`src/rtl/instr_sequencer.sv`:
```
// instr_sequencer: program counter and run/halt control for the 9-bit-ISA datapath; optional cycle counter under SEQ_CYCLE_CNT_EN
module instr_sequencer #(
  parameter int PC_W    = 10,
  parameter int MEM_LAT = 1,
  parameter int CNT_W   = 16
) (
  input  logic             Clk_i,
  input  logic             Reset_i,
  input  logic             Start_i,
  input  logic [PC_W-1:0]  StartAddr_i,
  input  logic             Jen_i,
  input  logic             BranchTkn_i,
  input  logic [PC_W-1:0]  JumpTarget_i,
  input  logic             RenD_i,
  input  logic             Done_i,
  output logic [PC_W-1:0]  ProgCtr_o,
  output logic             DpEn_o,
  output logic             Busy_o,
  output logic             Ack_o,
  output logic             Overflow_o,
  output logic [CNT_W-1:0] CycleCnt_o
);
  typedef enum logic [1:0] {IDLE, RUN, LOAD_WAIT, HALT} state_t;
  localparam bit HAS_WAIT = MEM_LAT > 0;
  localparam logic [1:0] WLAT = 2'(MEM_LAT > 0 ? MEM_LAT - 1 : 0);
  state_t state_q, state_d;
  logic [PC_W-1:0] pc_q, pc_d, pc_inc;
  logic ovf_q, ovf_d, start_q, wrap, run_start;
  logic [1:0] wcnt_q, wcnt_d;
  assign pc_inc = pc_q + 1'b1;
  assign wrap = &pc_q;
  // restart from HALT needs a fresh Start edge, so IDLE is level-started but HALT is edge-started
  assign run_start = (state_q == IDLE && Start_i) || (state_q == HALT && Start_i && !start_q);
  // state, program counter and sticky flags
  always_ff @(posedge Clk_i or posedge Reset_i)
    if (Reset_i) begin
      state_q <= IDLE;
      pc_q    <= '0;
      ovf_q   <= 1'b0;
      wcnt_q  <= '0;
      start_q <= 1'b0;
    end else begin
      state_q <= state_d;
      pc_q    <= pc_d;
      ovf_q   <= ovf_d;
      wcnt_q  <= wcnt_d;
      start_q <= Start_i;
    end
  // next state: halt beats branch beats load stall beats sequential fetch
  always_comb begin
    state_d = state_q;
    pc_d    = pc_q;
    ovf_d   = ovf_q;
    wcnt_d  = wcnt_q;
    case (state_q)
      IDLE, HALT:
        if (run_start) begin
          state_d = RUN;
          pc_d    = StartAddr_i;
          ovf_d   = 1'b0;
        end
      RUN:
        if (Done_i) state_d = HALT;
        else if (Jen_i && BranchTkn_i) pc_d = JumpTarget_i;
        else if (!Jen_i && RenD_i && HAS_WAIT) begin
          state_d = LOAD_WAIT;
          wcnt_d  = WLAT;
        end else begin
          pc_d    = pc_inc;
          ovf_d   = ovf_q | wrap;
          state_d = wrap ? HALT : RUN;
        end
      default:
        if (wcnt_q != 2'd0) wcnt_d = wcnt_q - 2'd1;
        else begin
          pc_d    = pc_inc;
          ovf_d   = ovf_q | wrap;
          state_d = wrap ? HALT : RUN;
        end
    endcase
  end
  // outputs: DpEn follows the current instruction, the rest are Moore
  always_comb begin
    DpEn_o = state_q == RUN ? !Done_i && (Jen_i || !(RenD_i && HAS_WAIT)) :
             state_q == LOAD_WAIT ? wcnt_q == 2'd0 : 1'b0;
    Busy_o = state_q == RUN || state_q == LOAD_WAIT;
    Ack_o  = state_q == HALT;
  end
  assign ProgCtr_o  = pc_q;
  assign Overflow_o = ovf_q;
`ifdef SEQ_CYCLE_CNT_EN
  logic [CNT_W-1:0] cnt_q;
  // saturating count of busy cycles, cleared whenever a run begins
  always_ff @(posedge Clk_i or posedge Reset_i)
    if (Reset_i) cnt_q <= '0;
    else if (run_start) cnt_q <= '0;
    else if (Busy_o && !(&cnt_q)) cnt_q <= cnt_q + 1'b1;
  assign CycleCnt_o = cnt_q;
`else
  assign CycleCnt_o = '0;
`endif
endmodule

```
`config.mk`:
```
export PLATFORM = sky130hd
export DESIGN_NAME = instr_sequencer
export DESIGN_NICKNAME = d
export VERILOG_FILES = /design/src/rtl/instr_sequencer.sv
export SDC_FILE = /design/constraint.sdc
export NUM_CORES = 1
export LEC_CHECK = 0
export BUFFER_PORTS_ARGS = -buffer_cell sky130_fd_sc_hd__buf_2
export CAP_MARGIN = 10
export CORE_MARGIN = 2
export CORE_UTILIZATION = 47
export CTS_CLUSTER_DIAMETER = 80
export DETAILED_ROUTE_END_ITERATION = 12
export MAX_ROUTING_LAYER = met4
export PLACE_DENSITY = 0.8
export SYNTH_ARGS = -nofsm -noshare
export SYNTH_HDL_FRONTEND = slang
export SYNTH_SLANG_ARGS = --single-unit
```
`constraint.sdc`:
```
create_clock -name Clk_i -period 2 [get_ports Clk_i]
set_input_delay 0.2 -clock Clk_i [delete_from_list [all_inputs] [get_ports Clk_i]]
set_output_delay 0.2 -clock Clk_i [all_outputs]
set_load 0.005 [all_outputs]
```
=== After elaboration in Yosys (flattened, before gate mapping) ===
Cells that the tools add are included.

* Add/sub/neg operators: 2
* Multiply operators: 0
* Divide/modulo/power cells: 0
* Order comparisons: 0
* Equality and inequality tests: 11
* Shift operators: 0
* Muxes and demuxes: 26
* Bitwise operators: 2
* Reduce and logical (&&, ||, !) cells: 23

{| class="wikitable"
|+ Operator list
! operator !! count
|-
| two-way mux 10 bit || 5
|-
| two-way mux 2 bit || 10
|-
| one-hot mux 10 bit (2 select lines) || 1
|-
| adder 10 x 1 -> 10 bit (second input constant) || 1
|-
| != test 2 bit (second input constant) || 5
|-
| AND reduction 10 bit || 1
|-
| AND reduction 5 bit || 2
|-
| one-hot mux 2 bit (2 select lines) || 2
|-
| two-way mux 1 bit || 7
|-
| logical AND 1 bit || 6
|-
| != test 3 bit (second input constant) || 2
|-
| equality test 2 bit (second input constant) || 2
|-
| logical NOT 1 bit || 4
|-
| logical NOT 2 bit || 2
|-
| AND reduction 4 bit || 1
|-
| nonzero test 2 bit || 2
|-
| logical OR 1 bit || 3
|-
| != test 3 x 1 -> 1 bit (second input constant) || 1
|-
| AND reduction 3 bit || 1
|-
| equality test 2 x 1 -> 1 bit (second input constant) || 1
|-
| one-hot mux 1 bit (2 select lines) || 1
|-
| OR reduction 2 bit || 1
|-
| subtractor 2 x 1 -> 2 bit (second input constant) || 1
|-
| NOT 1 bit || 1
|-
| bitwise OR 1 bit || 1
|}

* Register bits after elaboration: 16
* Latch bits: 0
* Bits in writable memories: 0
* ROM bits: 0
* Bits of input ports: 27
* Output and inout bits: 30
* Word-level logic and storage cells: 69
* Memories: 0

=== Longest topological paths before layout ===
* Depth after elaboration: 6
* Gate-level depth with buffers: 9
* Gate-level depth less buffers: 7

=== Least setup slack after synthesis ===
No wires, ideal clock.

* Path type: flip-flop to flip-flop
* Start point: register state_q[0]
* End point: register pc_q[2], in the netlist ProgCtr_o[2]
* Library setup time: 121 ps
* Data arrival time: 1620 ps
* Required time: 1879 ps
* Setup slack: 259 ps
* Cell stages (with the launch flop): 8
* Clock period less this slack: 1741 ps
* Cell sequence: dfrtp_1 > inv_1 > ha_1 > inv_1 > o211ai_1 > a21oi_2 > o21ai_0 > a22o_1

* Cells in the longest elaborated chain, start to end: 6
* Elaborated cells on any way between the ends: 14
* Classes of those cells: eq/ne (6); mux (1); reduce/logical (7)

{| class="wikitable"
|+ RTL lines
! what !! line !! text
|-
| from (decl) || 26 || <nowiki>state_t state_q, state_d;</nowiki>
|-
| from (signal assigned) || 43 || <nowiki>state_q <= state_d;</nowiki>
|-
| equality test 2 bit || 33, 55 ||
|-
| logical AND 1 bit (2 in series) || 33 || <nowiki>assign run_start = (state_q == IDLE && Start_i) || (state_q == HALT && Start_i && !start_q);</nowiki>
|-
| logical OR 1 bit || 33 ||
|-
| != test 2 bit (no line) || - ||
|-
| AND reduction 4 bit (no line) || - ||
|-
| to (signal assigned) || 44 || <nowiki>pc_q <= pc_d;</nowiki>
|-
| to (decl) || 27 || <nowiki>logic [PC_W-1:0] pc_q, pc_d, pc_inc;</nowiki>
|}

Several ways; a longest one is shown, not always the timed one.
A chain may end at the register's enable or synchronous reset.

=== Final worst setup path ===
* Start point: register state_q[0]
* End point: register pc_q[0], in the netlist ProgCtr_o[0]

The elaborated chain is that of the path after synthesis.

==> results.toml <==
[run_status]
status = "finished, final reports clean"

[synth]
yosys_warnings = 0
synthArstFlopShare = 1.00
synth_seq_area_share = 0.310
synth-main-ff-cell = "dfrtp_1"
ys_ff_latch = 16
synthCells = 156
syn_avg_cell_area_um2 = 8.27
netlist_area_um2 = 1290
synth_enable_flop_cells = 0
synth_cell_type_count = 38

[clock_tree]
numCtsBuffers = 3
h-tree-depth = 1
clockRootBuffer = "clkbuf_4"
cts_sinks = 16
clkLatencyLatePin_ns = 0.29
cts_tree = "built"
cts.reportedPaths.clkPinSlew_ns = 0.09
cts_buffer_depth = 2

[setup_path]
crit_required_ns = 2.19
worstPathArrival_ns = 2.07
cp-end-kind = "flip-flop"
critPathKind = "reg -> reg"
cp-start-kind = "flip-flop"
worstPathMaxFanout = 8

[floorplan]
core-area_um2 = 2540
row_count = 18
dieArea_um2 = 3180
fp.dieH_um = 56.4
die_w_um = 56.4
initial_core_util = 0.507
num_io_pins = 57

[final_layout]
final_common_cell = "buf_2"
area_growth_pct = 17.1
antenna_cells = 0
finalNonFillerCells = 231
drive_gt1_frac = 0.284
final_cell_mix = "40 x buf_2, 16 x dfrtp_1, 16 x conb_1"
nets = 236

[timing]
rsz0062_at_grt = "false"
slew-limit-headroom = 0.582
finalSetupTns_ns = 0
drv_slew = 0
final.min_clock_period_ns = 1.88
finalHoldViolCount = 0
finalSetupViolCount = 0
max_freq_mhz = 533
tightest_slew_ns = 0.626
skew_ns = 0.00179
fin_crit_sh = 0.938

[placed_design]
place_inst = 227
place_hpwl_um = 2490
io_buffers = 40
routabilityCongestion = 0.839

[global_routing]
grtUsageTotal = 0.220
grt_pass1_wl_um = 5450
antenna_found_initial = 0
grt_start_max_net_pins = 17
overflow = 0
grt_pass1_vias = 1280

[routing]
vias = 1314
drc_errors = 0
viasPerCell = 5.69
drt_iter0_drc = 63
ant_nets = 0
first_pass_iters = 4
wl_um = 3250
avgRoutedWirePerCell_um = 14.1

[power_and_ir_drop]
peakVddDrop_mv = 0.973
clkPwrFrac = 0.068
p_int_mw = 1.32
switching_share = 0.489
powerDensity_nw_per_um2 = 1720
power.switching_mw = 1.27
p_comb_frac = 0.688
p_seq_frac = 0.243
power.leakage_nw = 0.743

[hold_path]
hold_path_class = "in -> reg"

[job]
max_cap_violations = 0
Yosys cell counts, types with 4 or more instances:
cell	n	share of area
buf_4	17	0.099
dfrtp_1	16	0.31
a22oi_1	11	0.064
nand2_1	11	0.032
o21ai_1	11	0.043
nor2_1	10	0.029
inv_1	9	0.026
a21oi_1	8	0.031
o21ai_0	8	0.031
nand3_1	7	0.027
ha_1	6	0.058
nor3_1	4	0.016
final timing paths:
check / start / end / slack (ns) / cells after the start
min: Start_i / start_q / 0.04 / 1
max in group asynchronous: Reset_i / start_q / 1.08 / 3
min reg2reg: Overflow_o / Overflow_o / 0.52 / 1
max: state_q[0] / ProgCtr_o[0] / 0.12 / 7
min in group asynchronous: Reset_i / wcnt_q[1] / 0.52 / 3
max reg2reg: state_q[0] / ProgCtr_o[0] / 0.12 / 7
routing by layer:
layer	vias up	part of all wire	track usage
met5	-	0	-
met4	0	0.018	0.112
met3	5	0.099	0.0300
met2	74	0.48	0.363
met1	607	0.40	0.262
li1	628	-	-
state kept, by name, summed over array words and instances, names as in the netlist:
register,count
wcnt_q,2
start_q,1
ProgCtr_o,10
state_q,2
Overflow_o,1
critical path: stages, from the launching register on:
cell and delay [ns]:
dfrtp_1 0.39, inv_1 0.09, ha_1 0.36, inv_1 0.10, o211ai_1 0.14, a21oi_2 0.34, o221ai_1 0.20, o21a_1 0.15
stage by stage:
step	util	hold slack, ns	power [mW]	setup WS, ns	area [um^2]
after floorplan	-	0.114	1.88	0.259	1350
after global placement	0.578	0.310	2.30	0.170	1470
after detailed placement	0.578	0.318	2.38	0.113	1470
after CTS	0.591	0.0284	2.57	0.0882	1500
after global routing	0.593	0.0270	2.83	0.0153	1510
final	0.593	0.0396	2.59	0.125	1510
cell type report:
type	instances	area, um^2
clock buffers	3	22.5
repair buffers	49	270
inverters	9	33.8
fillers	218	1030
flip-flops and latches	16	400
multi-input cells	124	746
well taps	30	37.5
cells by family after synthesis:
family / Yosys count / synth area share
AO/OA/AOI/OAI: 60 / 0.311
AND/OR/NAND/NOR: 42 / 0.157
buffers and inverters: 31 / 0.160
flip-flops: 16 / 0.310
adder cells (fa/ha/maj): 6 / 0.0582
other: 1 / 0.00291
power groups by stage:
stage	sequential (mW)	clock, mW	combinational (mW)
after floorplan	0.612	0	1.26
after global placement	0.621	0	1.68
after detailed placement	0.634	0	1.75
after CTS	0.626	0.181	1.76
after global routing	0.655	0.191	1.98
final	0.631	0.177	1.78
repair_timing:
item,CTS,global route
setup buffers,0,0
setup endpoints to repair,0,4
hold buffers,1,0
hold endpoints to repair,16,0
gates resized for setup,0,2
No activity file was read; power rests on OpenSTA's default activity.
